**config.mk**
```make
export PLATFORM = sky130hd
export DESIGN_NAME = crc_stream_engine
export DESIGN_NICKNAME = d
export VERILOG_FILES = /design/src/rtl/crc_stream_engine.sv
export SDC_FILE = /design/constraint.sdc
export NUM_CORES = 1
export LEC_CHECK = 0
export BUFFER_PORTS_ARGS = -buffer_cell sky130_fd_sc_hd__buf_2
export CAP_MARGIN = 20
export CORE_ASPECT_RATIO = 1.75
export CORE_UTILIZATION = 55
export DETAILED_ROUTE_END_ITERATION = 6
export PLACE_DENSITY = 0.79
export SLEW_MARGIN = 20
export SYNTH_ARGS = -nofsm -noshare
export SYNTH_HDL_FRONTEND = slang
export SYNTH_SLANG_ARGS = --single-unit
```
**constraint.sdc**
```tcl
create_clock -name clk -period 5.56 [get_ports clk]
set_clock_uncertainty 0.15 [all_clocks]
set_input_delay 1.112 -clock clk [delete_from_list [all_inputs] [get_ports clk]]
set_output_delay 1.112 -clock clk [all_outputs]
set_load 0.05 [all_outputs]
```
**src/rtl/crc_stream_engine.sv**
```systemverilog
// Streaming CRC engine: folds up to DATA_WIDTH/8 bytes per accepted beat into an LFSR CRC,
// then presents the transformed result with an expected-value compare and a keep-error flag.
module crc_stream_engine #(
    parameter int                   DATA_WIDTH = 32,
    parameter int                   CRC_WIDTH  = 32,
    parameter logic [31:0]          CRC_POLY   = 32'h04C11DB7,
    parameter logic [CRC_WIDTH-1:0] CRC_INIT   = '1,
    parameter bit                   REFIN      = 1'b1,
    parameter bit                   REFOUT     = 1'b1,
    parameter logic [CRC_WIDTH-1:0] XOROUT     = '1
) (
    input  logic                    clk,
    input  logic                    rst,
    input  logic                    s_valid,
    output logic                    s_ready,
    input  logic [DATA_WIDTH-1:0]   s_data,
    input  logic [DATA_WIDTH/8-1:0] s_keep,
    input  logic                    s_last,
    input  logic [CRC_WIDTH-1:0]    s_exp,
    output logic                    m_valid,
    input  logic                    m_ready,
    output logic [CRC_WIDTH-1:0]    m_crc,
    output logic                    m_match,
    output logic                    m_err
);

    localparam int NB = DATA_WIDTH / 8;
    localparam logic [CRC_WIDTH-1:0] POLY = CRC_POLY[CRC_WIDTH-1:0];

    typedef enum logic [1:0] {
        IDLE,
        BUSY,
        DONE
    } state_t;

    state_t                 state_reg;
    state_t                 state_next;
    logic [CRC_WIDTH-1:0]   crc_reg;
    logic                   err_reg;

    logic                   beat;
    logic [CRC_WIDTH-1:0]   crc_beat;
    logic [CRC_WIDTH-1:0]   crc_rev;
    logic [CRC_WIDTH-1:0]   crc_out;
    logic [NB-1:0]          keep_inc;
    logic                   keep_gap;
    logic                   keep_short;
    logic                   keep_viol;

    // Eight serial LFSR steps for one byte, unrolled; REFIN selects LSB- or MSB-first feed.
    function automatic logic [CRC_WIDTH-1:0] crc_byte(input logic [CRC_WIDTH-1:0] crc_in,
                                                      input logic [7:0]           data);
        logic [CRC_WIDTH-1:0] c;
        logic                 fb;
        c = crc_in;
        for (int b = 0; b < 8; b++) begin
            fb = c[CRC_WIDTH-1] ^ (REFIN ? data[b] : data[7-b]);
            c  = {c[CRC_WIDTH-2:0], 1'b0} ^ (fb ? POLY : '0);
        end
        return c;
    endfunction

    assign m_valid = (state_reg == DONE);
    assign s_ready = !m_valid || m_ready;
    assign beat    = s_valid && s_ready;

    // Lanes fold in stream order; disabled lanes pass the register through untouched.
    always_comb begin
        crc_beat = crc_reg;
        for (int i = 0; i < NB; i++) begin
            if (s_keep[i]) begin
                crc_beat = crc_byte(crc_beat, s_data[8*i +: 8]);
            end
        end
    end

    for (genvar gi = 0; gi < CRC_WIDTH; gi++) begin : g_rev
        assign crc_rev[gi] = crc_beat[CRC_WIDTH-1-gi];
    end

    assign crc_out = (REFOUT ? crc_rev : crc_beat) ^ XOROUT;

    // Contiguous-from-lane-0 keep has no set bit that survives keep & (keep + 1).
    assign keep_inc   = s_keep + NB'(1);
    assign keep_gap   = |(s_keep & keep_inc);
    assign keep_short = !(&s_keep) && !s_last;
    assign keep_viol  = keep_gap || keep_short;

    always_comb begin
        state_next = state_reg;
        if (beat) begin
            state_next = s_last ? DONE : BUSY;
        end else if (state_reg == DONE && m_ready) begin
            state_next = IDLE;
        end
    end

    always_ff @(posedge clk or posedge rst) begin
        if (rst) begin
            state_reg <= IDLE;
            crc_reg   <= CRC_INIT;
            err_reg   <= 1'b0;
            m_crc     <= '0;
            m_match   <= 1'b0;
            m_err     <= 1'b0;
        end else begin
            state_reg <= state_next;
            if (beat) begin
                if (s_last) begin
                    crc_reg <= CRC_INIT;
                    err_reg <= 1'b0;
                    m_crc   <= crc_out;
                    m_match <= (crc_out == s_exp);
                    m_err   <= err_reg || keep_viol;
                end else begin
                    crc_reg <= crc_beat;
                    err_reg <= err_reg || keep_viol;
                end
            end
        end
    end

endmodule

```
==> metrics.cfg, run 1 <==
[status]
haltStage=5_1_grt
status=did not finish
stop_error=[ERROR GRT-0232] Routing congestion too high. Check the congestion heatmap in the GUI.

[yosys]
synth_cells=976
synth_warnings=0
ys_top_cells_by_area=xnor2_1 16%, xnor3_1 14%, dfrtp_1 9.8%
synth_nets=1049
yosysTopAreaCell=xnor2_1
ys_ff_latch=69
ys_seq_area_share_pct=18.7
yosysMostFrequentCell=xnor2_1
synth_edf_count=0
synth_top_cells_by_count=176 x xnor2_1, 76 x nor2_1, 75 x xor2_1
async_flop_share_pct=100
netlist-cell-type-count=80
syn_avg_cell_area_sq_um=9.69
synth_top_area_share_pct=16.3
synthFlopType=dfrtp_1
synth_area_sq_um=9460

[die]
io_pins=109
start_util_pct=56.1
rows=63
die_w_um=101
die_h_um=175

[placement]
port_buffers=108
gp_congestion=1.16
hpwl_um=29700

[clock_network]
clock_path_buffers=2
clock-sinks=69
h-tree-depth=3
cts_buffers=9
cts_root_buf=clkbuf_16

[timing]
worst-ep-kind=register data pin
worst_endpoint=m_match$_DFFE_PP0P_/D

[global_routing]
grt_use_total_pct=54.9
gr-total-overflow=1
grt_max_degree=54

cell families after synthesis:
| family | share of synthesized area (%) |
|---|---|
| AO/OA/AOI/OAI | 12.5 |
| buffers and inverters | 2.53 |
| flip-flops | 18.7 |
| AND/OR/NAND/NOR | 12.3 |
| multiplexers | 10.6 |
| XOR/XNOR | 43.5 |
metal layers:
layer | overflow | track usage (%)
met1 | 0 | 58.4
met2 | 1 | 80.7
met3 | 0 | 20.4
met4 | 0 | 55.8
met5 | 0 | 0
per-stage QoR:
step | util (%) | TNS [ns] | cell area, sq um | setup WS, ns | std cells
3_5_place_dp | 76.9 | -26.66 | 13000 | -0.932 | 1575
2_1_floorplan | - | -0.360 | 9960 | -0.347 | 976
4_1_cts | 81.9 | -0.437 | 13800 | -0.250 | 1615
3_3_place_gp | 76.9 | -20.97 | 13000 | -0.844 | 1575
repair_timing:
item / in CTS
pin swaps: 37
hold buffers: 0
endpoints found under the setup margin: 46
buffers inserted: 24
gates resized for setup: 63
==> inputs of run 2 (changes only) <==
- CORE_ASPECT_RATIO: 1.75 -> not set
- CORE_UTILIZATION: 55 -> 40
- PLACE_DENSITY: 0.79 -> not set
- PLACE_DENSITY_LB_ADDON: not set -> 0.15
- clock period: 5.56 -> 7.2 ns (I/O delays scaled with it)
==> metrics.cfg, run 2 <==
[status]
status=complete, no violations

[placement]
gp_congestion=0.926
hpwl_um=26400
port_buffers=108
dpl_cell_area_sq_um=10900

[routing]
vias=7826
dr.first_iter.drc_count=647
routed_wl_um=31900
ant_nets=0
via_per_inst=5.39
routedWlPerCell_um=22.0
drc=0
dr.pass1.iters=7

[yosys]
ys_top_cells_by_area=xnor2_1 16%, xnor3_1 14%, dfrtp_1 9.8%
synth_top_cells_by_count=176 x xnor2_1, 76 x nor2_1, 75 x xor2_1
syn_avg_cell_area_sq_um=9.69
yosysMostFrequentCell=xnor2_1
async_flop_share_pct=100
ys_seq_area_share_pct=18.7
synth_cells=976
yosysTopAreaCell=xnor2_1
ys_ff_latch=69
synth_area_sq_um=9460
synth_nets=1049
synth_warnings=0
synth_edf_count=0
synth_top_area_share_pct=16.3
synthFlopType=dfrtp_1
netlist-cell-type-count=80

[worst_setup_path]
reg2reg_from=crc_reg[30]
critPathTopFamily=XOR/XNOR gates
critPathMaxFanout=6
critPathLaunchType=primary input
ff2ff_path_depth=19
critPathArrivalTime_ns=7.09
worstSetupStartpoint=s_data[1]
end_kind=flip-flop
crit_cells=20
cp.buffers_inverters=3
r2r_setup_slack_ns=0.86
critPathKind=primary input to flip-flop
cpPeakStageDelay_ns=0.45
r2r-end=m_match
worstPathRequired_ns=7.29
endpoint=m_match
crit_chain=buf_2, xor2_4, buf_4, xnor2_1, xnor3_1, a21oi_2, xnor3_1, a21oi_1, xnor2_1, buf_4, xnor3_1, xnor3_1, a21oi_1, xnor3_1, xnor3_1, xor2_1, nor3_1, a41o_1, nand3_1, o31ai_1
cp_slowest_cell=xnor3_1
cp_common_cell=xnor3_1

[die]
core_area_sq_um=22900
start_util_pct=41.3
die_h_um=156
die_w_um=156
rows=55
dieArea_sq_um=24300
io_pins=109

[timing]
rsz0062_at_grt=no
clock.fmax_mhz=143
fin_crit_sh_pct=97.2
fin_tns_setup_ns=0
setup_viol=0
min_period_ns=7.00
worst_pin_slew_ns=0.934
drv_slew=0
finalHoldViolCount=0
slew_headroom_pct=37.1

[run]
drv_cap=0

[clock_network]
postCtsSetupBuffers=0
cts_resized=0
clock_path_buffers=2
h-tree-depth=3
cts.clk_slew.worst_paths_ns=0.06
cts_buffers=9
cts_root_buf=clkbuf_16
hold_buffers=0
worst_skew_pair.late_latency_ns=0.33
tritoncts=yes
clock-sinks=69

[layout]
drive_gt1_share_pct=27.7
utilization_pct=48.6
syn_to_final_growth_pct=17.7
final_cell_mix=176 x xnor2_1, 108 x buf_2, 86 x buf_4, 75 x nor2_1, 75 x xor2_1
final_common_cell=xnor2_1
n_antenna_cell=0
design_area_sq_um=11100
final_nets=1206

[global_routing]
gr-total-overflow=0
grt_pass1_wl_um=47700
antenna_found_initial=0
grt_max_degree=70
grt_pass1_vias=7540
grt_use_total_pct=26.9

[min_path]
whs_path_depth=2
hold_path.class=flip-flop to flip-flop

[run 2: how the worst min path moves through the flow]
stage                    from         to  slack (ns)
global placement    m_crc[28]  m_crc[28]        0.31
floorplan             err_reg    err_reg        0.30
detailed placement  m_crc[21]  m_crc[21]        0.32
CTS                   err_reg    err_reg        0.33
finish               m_crc[3]   m_crc[3]        0.33
global route        m_crc[20]  m_crc[20]        0.36
[run 2: layout make-up]
type,count,area [sq um]
clock buffer,15,268
timing repair buffer,195,1210
tap,313,392
sequential,69,1770
fill,2207,11800
clock inverter,1,5.00
multi-input combinational,848,7450
inverter,10,37.5
[run 2: metrics by stage]
step / hold WS [ns] / worst slack, ns / std cells
finish: 0.331 / 0.204 / 1451
global route: 0.360 / 0.0324 / 1451
CTS: 0.334 / 0.270 / 1451
detailed placement: 0.320 / -0.0615 / 1435
global placement: 0.310 / -0.0692 / 1435
floorplan: 0.301 / 0.212 / 976
[run 2: logic make-up after synthesis]
kind of cell / synth area share, %
buf+inv: 2.53
mux: 10.6
simple gates: 12.3
xor+xnor: 43.5
compound gates: 12.5
flops: 18.7
[run 2: worst min-delay path, delay by kind of cell, from the launching register on]
kind	cells	cell delay, ns
flops	1	0.34
compound gates	1	0.06
simple gates	1	0.04
[run 2: layer usage]
layer  up-vias  wire length [um]  global-route usage, %
met3        36              2020                   3.25
met1      3785             14700                   38.6
met2       294             14500                   43.0
li1       3711                 -                      -
met4         0               663                   6.44
met5         -                 0                      0
Power of run 2 is not shown: default switching activity piles up to over one toggle a cycle in this logic, so the estimate is an artifact.
==> inputs of run 3 (changes only) <==
- clock period: 7.2 -> 6.8 ns (I/O delays scaled with it)
==> metrics.cfg, run 3 (synthesized netlist as in run 2, its figures left out) <==
[global_routing]
grt_use_total_pct=27.3
grt_pass1_vias=7925
grt_pass1_wl_um=48900
grt_max_degree=70
gr-total-overflow=0
antenna_found_initial=0

[die]
rows=55
die_h_um=156
core_area_sq_um=22900
die_w_um=156
io_pins=109
dieArea_sq_um=24300
start_util_pct=41.3

[timing]
hold_ws_ns=0.332
drv_slew=0
setup_viol=0
fin_ws_ns=0.195
fin_crit_sh_pct=97.1
rsz0062_at_grt=no
worst_pin_slew_ns=0.875
finalHoldViolCount=0
slew_headroom_pct=41.7
min_period_ns=6.61
clock.fmax_mhz=151

[min_path]
hold_path.class=flip-flop to flip-flop
whs_path_depth=2

[placement]
hpwl_um=27100
dp_slack_ns=-0.329
place_inst=1508
gp_congestion=0.973
port_buffers=108

[worst_setup_path]
cpPeakStageDelay_ns=0.44
r2r_setup_slack_ns=0.77
worstPathRequired_ns=6.88
ff2ff_path_depth=19
crit_cells=20
worstSetupStartpoint=s_data[2]
r2r-end=m_match
end_kind=flip-flop
cp_slowest_cell=o41a_1
critPathLaunchType=primary input
critPathArrivalTime_ns=6.69
endpoint=m_match
cp.buffers_inverters=3
reg2reg_from=crc_reg[30]
critPathKind=primary input to flip-flop
crit_chain=buf_2, xnor2_2, buf_4, xnor3_1, mux2_2, nand3_2, xnor3_1, a21o_2, xor2_2, xnor3_1, xnor3_1, mux2i_1, buf_4, xor2_1, xnor2_2, xor2_1, o211ai_1, o41a_1, a2111o_1, o31ai_1
critPathTopFamily=XOR/XNOR gates
cp_common_cell=xnor3_1
critPathMaxFanout=6

[run]
drv_cap=0

[clock_network]
cts.clk_slew.worst_paths_ns=0.06
tritoncts=yes
cts_buffers=9
clock-sinks=69
cts_root_buf=clkbuf_16
clock_path_buffers=2
worst_skew_pair.late_latency_ns=0.33
h-tree-depth=3

[routing]
ant_nets=0
dr.first_iter.drc_count=648
wl_met3_um=1730
routed_wl_um=32400
routed.top_layer=met4
drc=0
via_per_inst=5.32
routedWlPerCell_um=21.2
wl_met2_um=14500
dr.pass1.iters=5
m1WireLength_um=15300
vias=8124

[layout]
final_common_cell=xnor2_1
multiInputGateArea_sq_um=7510
fin_cells=1528
drive_gt1_share_pct=33.1
n_fill_cell=2171
syn_to_final_growth_pct=25.6
final_cell_mix=172 x xnor2_1, 161 x buf_4, 108 x buf_2, 75 x nor2_1, 75 x xor2_1
n_antenna_cell=0
final_nets=1283
seq_area_sq_um=1770

[status]
status=complete, no violations

run 3: changes by cell type in the layout (fill, tap and decap cells not counted), moves of 2 or more:
cell,delta
buf_12,+2
xnor2_1,-4
xnor2_2,+3
bufinv_16,+3
buf_4,+75
clkbuf_1,-4
run 3: cell type report:
class                   count  share of cell area [%]
flip-flops and latches     69                    14.9
multi-input cells         848                    63.3
inverters                  10                   0.316
clock buffers              11                    2.13
well taps                 313                    3.30
clock inverters             5                   0.895
repair buffers            272                    15.2
run 3: worst min-delay path by stage:
| stage | start | to | slack, ns |
|---|---|---|---|
| floorplan | err_reg | err_reg | 0.30 |
| global placement | m_crc[28] | m_crc[28] | 0.31 |
| detailed placement | m_crc[29] | m_crc[29] | 0.32 |
| CTS | m_crc[16] | m_crc[16] | 0.34 |
| global route | m_crc[16] | m_crc[16] | 0.36 |
| finish | m_crc[15] | m_crc[15] | 0.33 |
run 3: worst register-to-register path: cells and delay by family, from the launching register on:
kind,cells,cell delay (ns)
mux,2,0.58
buf+inv,2,0.39
flops,1,0.62
xor+xnor,8,2.51
compound gates,3,0.81
simple gates,4,0.88
run 3: metal layers:
layer	GRT usage (%)	vias to the layer above
li1	-	3881
met1	39.9	3914
met4	7.70	0
met3	3.06	46
met5	0	-
met2	42.5	283
run 3: stage by stage:
step           setup TNS, ns  instance area, sq um  utilization [%]
2_1_floorplan              0                  9470                -
3_3_place_gp          -0.238                 11400             49.9
3_5_place_dp          -0.329                 11400             49.9
4_1_cts                    0                 11800             51.4
5_1_grt                    0                 11900             51.8
6_report                   0                 11900             51.8
run 3: what timing repair did:
| item | in CTS | in global routing |
|---|---|---|
| hold buffers | 0 | 0 |
| gates resized for setup | 1 | 7 |
| setup endpoints to repair | 1 | 1 |
| pin swaps | 0 | 1 |
| buffers inserted | 0 | 4 |
Power of run 3 is left out for the same reason.
==> inputs of run 4 (changes only) <==
- GPL_TIMING_DRIVEN: not set -> 0
==> metrics.cfg, run 4 (synthesized netlist as in run 2, its figures left out) <==
[layout]
drive_gt1_share_pct=33.2
syn_to_final_growth_pct=28.5
final_cell_mix=154 x xnor2_1, 108 x buf_2, 76 x nor2_1, 74 x buf_4, 70 x xor2_1
final_common_cell=xnor2_1
final_nets=1241
n_antenna_cell=0

[timing]
setup_viol=0
clock.fmax_mhz=149
finalHoldViolCount=0
fin_ws_ns=0.110
min_period_ns=6.69
fin_crit_sh_pct=98.4
slew_headroom_pct=42.4
worst_pin_slew_ns=0.856
drv_slew=0

[clock_network]
worst_skew_pair.late_latency_ns=0.33
cts.clk_slew.worst_paths_ns=0.06
tritoncts=yes
clock-sinks=69
cts_root_buf=clkbuf_16
h-tree-depth=3
cts_buffers=9
clock_path_buffers=2

[worst_setup_path]
reg2reg_from=crc_reg[15]
critPathLaunchType=primary input
critPathArrivalTime_ns=6.78
critPathKind=primary input to flip-flop
cpPeakStageDelay_ns=0.53
worstSetupStartpoint=s_data[7]
end_kind=flip-flop
worstPathRequired_ns=6.89
crit_chain=buf_2, xnor2_4, buf_4, xor2_4, xnor2_4, mux2i_4, nor3_4, buf_4, xnor3_1, xnor2_1, mux2i_1, xor2_1, a21oi_2, xnor3_2, xnor2_1, a21oi_1, nand4_1, o41a_1, a2111o_1, o31ai_2
endpoint=m_match
r2r_setup_slack_ns=0.61
cp_slowest_cell=xnor3_2
critPathMaxFanout=4
r2r-end=m_match
ff2ff_path_depth=19

[global_routing]
grt_pass1_wl_um=48200
grt_pass1_vias=7729
gr-total-overflow=0
antenna_found_initial=0
grt_max_degree=49
grt_use_total_pct=27.2

[placement]
dp_slack_ns=-1.32
port_buffers=104
hpwl_um=26300
gp_congestion=0.985

[min_path]
hold_path.class=flip-flop to flip-flop

[routing]
routedWlPerCell_um=22.3
ant_nets=0
routed_wl_um=33200
drc=1
dr.first_iter.drc_count=759
vias=8180
via_per_inst=5.50
dr.pass1.iters=7

[die]
core_area_sq_um=22900
die_h_um=156
io_pins=109
dieArea_sq_um=24300
die_w_um=156
start_util_pct=41.3
rows=55

[status]
status=finished with violations
failed_checks=DRC

[run]
drv_cap=0

## run 4: critical path: cells and delay by family
| kind | cells | cell delay, ns |
|---|---|---|
| xor+xnor | 8 | 2.23 |
| compound gates | 5 | 1.67 |
| buf+inv | 3 | 0.54 |
| mux | 2 | 0.53 |
| simple gates | 2 | 0.45 |
## run 4: metal layers
metal / share of wire [%] / track usage (%)
met5: 0 / 0
met4: 3.5 / 10.7
met3: 7.1 / 3.67
met2: 45 / 42.5
met1: 44 / 38.2
## run 4: stage by stage
step                      util, %  setup TNS, ns  hold slack [ns]  std cells  cell area (sq um)
after global placement       45.3         -19.37            0.317       1393              10400
final                        53.0              0            0.331       1486              12200
after floorplan                 -              0            0.301        976               9470
after detailed placement     45.4         -19.81            0.317       1394              10400
after global routing         53.0        -0.0450            0.360       1486              12200
after CTS                    49.1              0            0.337       1427              11200
## run 4: how the worst min path moves through the flow
stage | from | end | slack [ns] | depth (start not counted)
after CTS | m_crc[6] | m_crc[6] | 0.34 | 2
after global routing | m_crc[23] | m_crc[23] | 0.36 | 2
after global placement | err_reg | err_reg | 0.32 | 2
final | m_crc[6] | m_crc[6] | 0.33 | 2
after detailed placement | m_crc[13] | m_crc[13] | 0.32 | 2
after floorplan | err_reg | err_reg | 0.30 | 2
## run 4: repair_timing
item,4_1_cts,5_1_grt
cloned,0,0
pin swaps,13,32
endpoints found under the setup margin,30,1
setup buffers,17,60
hold buffers,0,0
resized for setup,66,69
## run 4: cell type report
type                            instances  area, sq um
Fill cell                            2080        10800
Multi-Input combinational cell        848         8240
Sequential cell                        69         1770
Timing Repair Buffer                  182         1200
Tap cell                              313          392
Clock buffer                           11          243
Buffer                                 48          234
Inverter                               10         40.0
Clock inverter                          5         36.3
Power of run 4 is left out for the same reason.
